$ cat src/rtl/rgb2gray_pkg.sv
// Shared types and constants for the RGB->gray stream converter: FSM states,
// weighting modes, component phases and the two coefficient sets.
package rgb2gray_pkg;

  typedef enum logic [2:0] {
    ST_IDLE  = 3'd0,
    ST_R     = 3'd1,
    ST_G     = 3'd2,
    ST_B     = 3'd3,
    ST_DRAIN = 3'd4
  } state_t;

  typedef enum logic {
    MODE_LUMA = 1'b0,
    MODE_AVG  = 1'b1
  } mode_t;

  typedef enum logic [1:0] {
    PH_R = 2'd0,
    PH_G = 2'd1,
    PH_B = 2'd2
  } phase_t;

  localparam int COEF_W = 9;

  // Each set sums to 256, so full-scale input maps to exactly 1.0 before rounding.
  localparam logic [COEF_W-1:0] LUMA_R = 9'd77;
  localparam logic [COEF_W-1:0] LUMA_G = 9'd150;
  localparam logic [COEF_W-1:0] LUMA_B = 9'd29;
  localparam logic [COEF_W-1:0] AVG_R  = 9'd85;
  localparam logic [COEF_W-1:0] AVG_G  = 9'd86;
  localparam logic [COEF_W-1:0] AVG_B  = 9'd85;

  function automatic logic [COEF_W-1:0] coeff_sel(input mode_t mode, input phase_t phase);
    logic [COEF_W-1:0] c;
    c = '0;
    case (phase)
      PH_R:    c = (mode == MODE_AVG) ? AVG_R : LUMA_R;
      PH_G:    c = (mode == MODE_AVG) ? AVG_G : LUMA_G;
      PH_B:    c = (mode == MODE_AVG) ? AVG_B : LUMA_B;
      default: c = '0;
    endcase
    return c;
  endfunction

endpackage

$ cat src/rtl/gray_coeff_mac.sv
// Weighted multiply-accumulate over the three colour components of a pixel,
// followed by round-half-up, right shift and saturation to the output width.
module gray_coeff_mac
  import rgb2gray_pkg::*;
#(
  parameter int IN_W  = 10,
  parameter int OUT_W = 8
) (
  input  logic             clk,
  input  logic             rst_n,
  input  logic             clear,
  input  logic             acc_en,
  input  logic [IN_W-1:0]  comp,
  input  phase_t           phase,
  input  mode_t            mode,
  output logic [OUT_W-1:0] result
);

  localparam int ACC_W = IN_W + 9;
  localparam int SH    = 8 + IN_W - OUT_W;

  localparam logic [ACC_W-1:0] HALF    = ACC_W'(1) << (SH - 1);
  localparam logic [ACC_W-1:0] SAT_MAX = ACC_W'((1 << OUT_W) - 1);

  logic [ACC_W-1:0] acc;
  logic [ACC_W-1:0] prod;
  logic [ACC_W-1:0] sum;
  logic [ACC_W-1:0] rounded;

  // The result includes the current beat's product, so the top can register
  // the gray value on the very edge that accepts the B component.
  // NOTE: every always_comb output is given a value before any branch, so no latch can be inferred.
  always_comb begin
    prod    = ACC_W'(comp) * ACC_W'(coeff_sel(mode, phase));
    sum     = acc + prod;
    rounded = (sum + HALF) >> SH;
    result  = (rounded > SAT_MAX) ? OUT_W'(SAT_MAX) : rounded[OUT_W-1:0];
  end

  // NOTE: sequential state uses non-blocking assignments so every register samples pre-edge values.
  always_ff @(posedge clk or negedge rst_n) begin
    if (!rst_n) begin
      acc <= '0;
    end else if (clear) begin
      acc <= '0;
    end else if (acc_en) begin
      acc <= sum;
    end
  end

endmodule

$ cat src/rtl/rgb2gray_stream.sv
// Streaming RGB->grayscale converter: R,G,B component beats in, one gray sample
// per pixel out, NUM_PIX pixels per start pulse, done pulse after the last sample.
module rgb2gray_stream
  import rgb2gray_pkg::*;
#(
  parameter int IN_W    = 10,
  parameter int OUT_W   = 8,
  parameter int NUM_PIX = 16,
  parameter int CNT_W   = 16
) (
  input  logic             clk_i,
  input  logic             rst_n_i,
  input  logic             start_i,
  input  logic             mode_i,
  input  logic             in_valid_i,
  output logic             in_ready_o,
  input  logic [IN_W-1:0]  comp_i,
  output logic             out_valid_o,
  input  logic             out_ready_i,
  output logic [OUT_W-1:0] gray_o,
  output logic             busy_o,
  output logic             done_o
);

  state_t           state;
  mode_t            mode_q;
  logic [CNT_W-1:0] pix_cnt;
  logic [CNT_W-1:0] pix_cnt_next;
  logic             out_valid_q;
  logic [OUT_W-1:0] gray_q;
  logic             busy_q;
  logic             done_q;

  logic             in_phase;
  logic             beat;
  logic             out_fire;
  logic             start_ok;
  logic             last_pix;
  logic             mac_clear;
  phase_t           phase;
  logic [OUT_W-1:0] mac_result;

  assign out_valid_o = out_valid_q;
  assign gray_o      = gray_q;
  assign busy_o      = busy_q;
  assign done_o      = done_q;

  assign in_phase = (state == ST_R) || (state == ST_G) || (state == ST_B);

  // A pending sample that downstream has not taken blocks new input, which
  // bounds the pipeline to one outstanding gray value.
  assign in_ready_o = in_phase && !(out_valid_q && !out_ready_i);

  assign beat         = in_valid_i && in_ready_o;
  assign out_fire     = out_valid_q && out_ready_i;
  assign start_ok     = (state == ST_IDLE) && start_i && !done_q;
  assign pix_cnt_next = pix_cnt + CNT_W'(1);
  assign last_pix     = !(pix_cnt_next < CNT_W'(NUM_PIX));
  assign mac_clear    = start_ok || (beat && (state == ST_B));

  always_comb begin
    phase = PH_R;
    case (state)
      ST_G:    phase = PH_G;
      ST_B:    phase = PH_B;
      default: phase = PH_R;
    endcase
  end

  gray_coeff_mac #(
    .IN_W  (IN_W),
    .OUT_W (OUT_W)
  ) u_mac (
    .clk    (clk_i),
    .rst_n  (rst_n_i),
    .clear  (mac_clear),
    .acc_en (beat),
    .comp   (comp_i),
    .phase  (phase),
    .mode   (mode_q),
    .result (mac_result)
  );

  always_ff @(posedge clk_i or negedge rst_n_i) begin
    if (!rst_n_i) begin
      state       <= ST_IDLE;
      mode_q      <= MODE_LUMA;
      pix_cnt     <= '0;
      out_valid_q <= 1'b0;
      gray_q      <= '0;
      busy_q      <= 1'b0;
      done_q      <= 1'b0;
    end else begin
      done_q <= 1'b0;
      // A B beat in the same cycle reloads the output register below and wins.
      if (out_fire) begin
        out_valid_q <= 1'b0;
      end
      case (state)
        ST_IDLE: begin
          if (start_ok) begin
            state   <= ST_R;
            mode_q  <= mode_t'(mode_i);
            pix_cnt <= '0;
            busy_q  <= 1'b1;
          end
        end
        ST_R: begin
          if (beat) state <= ST_G;
        end
        ST_G: begin
          if (beat) state <= ST_B;
        end
        ST_B: begin
          if (beat) begin
            out_valid_q <= 1'b1;
            gray_q      <= mac_result;
            pix_cnt     <= pix_cnt_next;
            state       <= last_pix ? ST_DRAIN : ST_R;
          end
        end
        ST_DRAIN: begin
          if (out_fire) begin
            state  <= ST_IDLE;
            done_q <= 1'b1;
            busy_q <= 1'b0;
          end
        end
        default: state <= ST_IDLE;
      endcase
    end
  end

endmodule

$ cat config.mk
export PLATFORM = sky130hd
export DESIGN_NAME = rgb2gray_stream
export DESIGN_NICKNAME = d
export VERILOG_FILES = /design/src/rtl/rgb2gray_pkg.sv /design/src/rtl/gray_coeff_mac.sv /design/src/rtl/rgb2gray_stream.sv
export SDC_FILE = /design/constraint.sdc
export NUM_CORES = 1
export LEC_CHECK = 0
export ABC_AREA = 1
export ABC_CLOCK_PERIOD_IN_PS = 5700
export CORE_ASPECT_RATIO = 0.7
export CORE_MARGIN = 10
export CORE_UTILIZATION = 40
export CTS_CLUSTER_SIZE = 8
export DETAILED_ROUTE_END_ITERATION = 7
export PLACE_DENSITY = 0.58
export SLEW_MARGIN = 20
export SYNTH_ARGS = -nofsm -noshare
export SYNTH_HDL_FRONTEND = slang
export SYNTH_SLANG_ARGS = --single-unit
$ cat constraint.sdc
create_clock -name clk_i -period 5.7 [get_ports clk_i]
set_clock_uncertainty 0.05 [all_clocks]
set_input_delay 0.855 -clock clk_i [delete_from_list [all_inputs] [get_ports clk_i]]
set_output_delay 0.855 -clock clk_i [all_outputs]
set_load 0.01 [all_outputs]
==> flow_summary.json, run 1 <==
{
  "clock.fmax_ghz": 0.174,
  "cts_sinks": 50,
  "drt_iter0_drc": 419,
  "hold_path.class": "flop to flop",
  "slowest_stage": "fa_1",
  "wirelength_mm": 16.0,
  "area_growth_syn_to_layout_pct": 30.6,
  "cts-buffers-inserted": 5,
  "synth_nets": 965,
  "cts_tree": "yes",
  "syn_area_per_cell_sq_um": 7.33,
  "clk_path_buf_depth": 2,
  "hold_viol": 0,
  "synth-compound-area-share_pct": 5.01,
  "violations": "setup timing",
  "multiInputGateArea_sq_um": 4510,
  "dieHeight_um": 123,
  "grt_pass1_wl_mm": 27.7,
  "r2r_start": "state[1]",
  "slew_viol_final": 0,
  "arrival_ps": 5870,
  "firstDrtPassIters": 6,
  "async_flop_share_pct": 100,
  "synth_area_sq_um": 6070,
  "grt_remaining_overflow": 0,
  "grt_use_total_pct": 16.1,
  "cp_max_fo": 4,
  "fp.dieW_um": 167,
  "rsz0062_at_grt": "true",
  "setup_viol": 6,
  "synth_edf_count": 0,
  "slowest_delay_ps": 570,
  "ys.flop_type": "dfrtp_1",
  "htree_num_levels": 2,
  "cp.depth": 30,
  "clk_latency_ps": 300,
  "fin_util_pct": 53.7,
  "final.setup.tns_ps": -87.8,
  "synth_top_family_by_area": "adder cells",
  "cts_hold_buf": 0,
  "worstMarginPinSlew_ps": 662,
  "nFillCells": 1442,
  "dieArea_sq_um": 20600,
  "worstPathRequired_ps": 5840,
  "dr_total_vias": 5454,
  "max-slew-margin-rel_pct": 55.9,
  "critical-path-top-delay-family": "adder cells",
  "wl_per_cell_um": 13.9,
  "antenna_cells": 0,
  "initial_core_util_pct": 41.1,
  "drive_gt1_share_pct": 24.2,
  "hold_path_end": "gray_o[5]",
  "critPathKind": "flop to flop",
  "io_pins": 28,
  "synthXorXnorAreaFrac_pct": 3.30,
  "crit_buf_inv": 10,
  "final_antenna_net_count": 0,
  "place_hpwl_mm": 12.9,
  "setup_slack_ps": -31.3,
  "fin_crit_sh_pct": 101,
  "grt_pass1_vias": 5390,
  "yosysWarnings": 0,
  "finish.instance_area_sq_um": 7930,
  "drc": 0,
  "cp-start-kind": "flop",
  "dpl_worst_slack_ps": -576,
  "port_buffers": 27,
  "ys_ff_latch": 50,
  "seq_area_frac_synth_pct": 20.6,
  "viasPerCell": 4.75,
  "grt_antenna_before_repair": 0,
  "r2r_end": "gray_o[3]",
  "core_sq_um": 14800,
  "routabilityCongestion": 0.868,
  "min_path_cells": 2,
  "drv_cap": 0,
  "nets": 1089,
  "critPathCaptureType": "flop",
  "run_status": "finished, violations left",
  "clk_pin_slew_ps": 70,
  "grt_max_degree": 51,
  "synth_fa_ha_area_share_pct": 31.5,
  "reg2reg_slack_ps": -30,
  "min_from": "gray_o[5]",
  "synth_cells": 828,
  "period_minus_slack_ps": 5730,
  "cts_root_buf": "clkbuf_16",
  "ff2ff_path_depth": 30,
  "row_count": 37,
  "register_area_sq_um": 1250,
  "synthDistinctLibCells": 34,
  "dpl_cell_area_sq_um": 7230,
  "synth_mux_area_share_pct": 0,
  "yosys.area_share.simple_pct": 27.1
}
-- cell type report --
cell class                 count  share of cell area, %
timing repair buffer         128                   13.3
clock buffer                   5                   1.58
tap                          195                   3.08
inverter                     189                   9.11
multi-input combinational    578                   56.9
sequential                    50                   15.8
clock inverter                 3                  0.268
-- how the worst max path moves through the flow --
stage	startpoint	end	slack (ps)
after floorplan	state[2]	gray_o[7]	6
after global placement	comp_i[5]	gray_o[3]	-540
after detailed placement	comp_i[5]	gray_o[4]	-580
after CTS	state[2]	gray_o[4]	0.9
after global routing	state[1]	gray_o[7]	-340
final	state[1]	gray_o[3]	-30
-- worst reg2reg max path, delay by kind of cell (launching register included) --
family	cells	cell delay, ps
fa+ha+maj	7	3110
flops	1	360
xor+xnor	1	180
compound gates	2	310
buf+inv	10	640
simple gates	10	990
-- metal layers --
metal  GRT usage [%]  up-vias  share of wire, %
met5               0        -                 0
met2            22.2      126                39
met1            26.1     2555                55
li1                -     2764                 -
met4            2.77        0              0.72
met3            1.59        9               5.1
-- sequential cells by signal, summed over array words and instances, names as in the netlist --
name / flops
u_mac.acc: 19
pix_cnt: 16
gray_o: 8
state: 3
busy_o: 1
done_o: 1
mode_q: 1
out_valid_o: 1
-- cells in the mapped netlist (all sizes together) (4+ instances only) --
cell type / n / area [sq um]
nand4: 7 / 43.8
buf: 5 / 26.3
ha: 68 / 851
nand2: 222 / 866
xnor2: 7 / 61.3
clkbuf: 6 / 22.5
nor3: 7 / 35.0
o22ai: 13 / 81.3
a21oi: 15 / 75.1
and2: 4 / 25.0
inv: 188 / 706
dfrtp: 50 / 1250
o21ai: 28 / 140
nand3: 50 / 273
xor2: 15 / 139
or2: 9 / 56.3
fa: 53 / 1060
nor2: 77 / 330
-- cell families after synthesis --
group	after synthesis
buffers and inverters	200
AND/OR/NAND/NOR	378
AO/OA/AOI/OAI	57
XOR/XNOR	22
adder cells (fa/ha/maj)	121
flip-flops	50
-- stage by stage --
stage               cells  hold slack [ps]
floorplan             828              432
global placement     1127              428
detailed placement   1127              446
CTS                  1146              458
global route         1148              474
finish               1148              448
-- cell usage in the layout, fill, tap and decap left out, types with 5 or more instances in the layout --
master / synthesis / layout
o22ai_1: 13 / 13
inv_1: 183 / 171
clkdlybuf4s50_1: 0 / 22
o21ai_0: 18 / 16
buf_6: 0 / 9
o21ai_1: 10 / 10
xor2_1: 14 / 14
dfrtp_1: 50 / 50
ha_1: 68 / 51
nand4_1: 7 / 7
a21oi_1: 15 / 10
xnor2_1: 7 / 7
nor2_4: 2 / 8
buf_4: 1 / 92
inv_2: 5 / 15
nor3_1: 7 / 6
nand2_1: 209 / 182
nor2_1: 70 / 59
nand2_4: 0 / 12
clkbuf_16: 0 / 5
nand3_2: 2 / 6
fa_1: 53 / 52
nand3_1: 47 / 42
or2_2: 9 / 9
ha_4: 0 / 13
nor2_2: 4 / 9
nand2_2: 13 / 28
-- what timing repair did --
action | 4_1_cts | 5_1_grt
buffers inserted | 11 | 2
pin swaps | 45 | 31
resized for setup | 83 | 38
endpoints found under the setup margin | 11 | 12
Power of run 1 is left out: the tool's default activity adds up to more than one toggle a clock period on the data nets, which glitch-free logic cannot reach.
==> inputs of run 2 (changes only) <==
--- a/config.mk
+++ b/config.mk
@@ -10,6 +10,7 @@
 export CORE_ASPECT_RATIO = 0.7
 export CORE_MARGIN = 10
 export CORE_UTILIZATION = 40
+export CTS_CLUSTER_DIAMETER = 100
 export CTS_CLUSTER_SIZE = 8
 export DETAILED_ROUTE_END_ITERATION = 7
 export PLACE_DENSITY = 0.58
==> results of run 2 <==
No change in the layout: final DEF, timing and power equal those of run 1.
Power of run 2 is left out for the same reason.
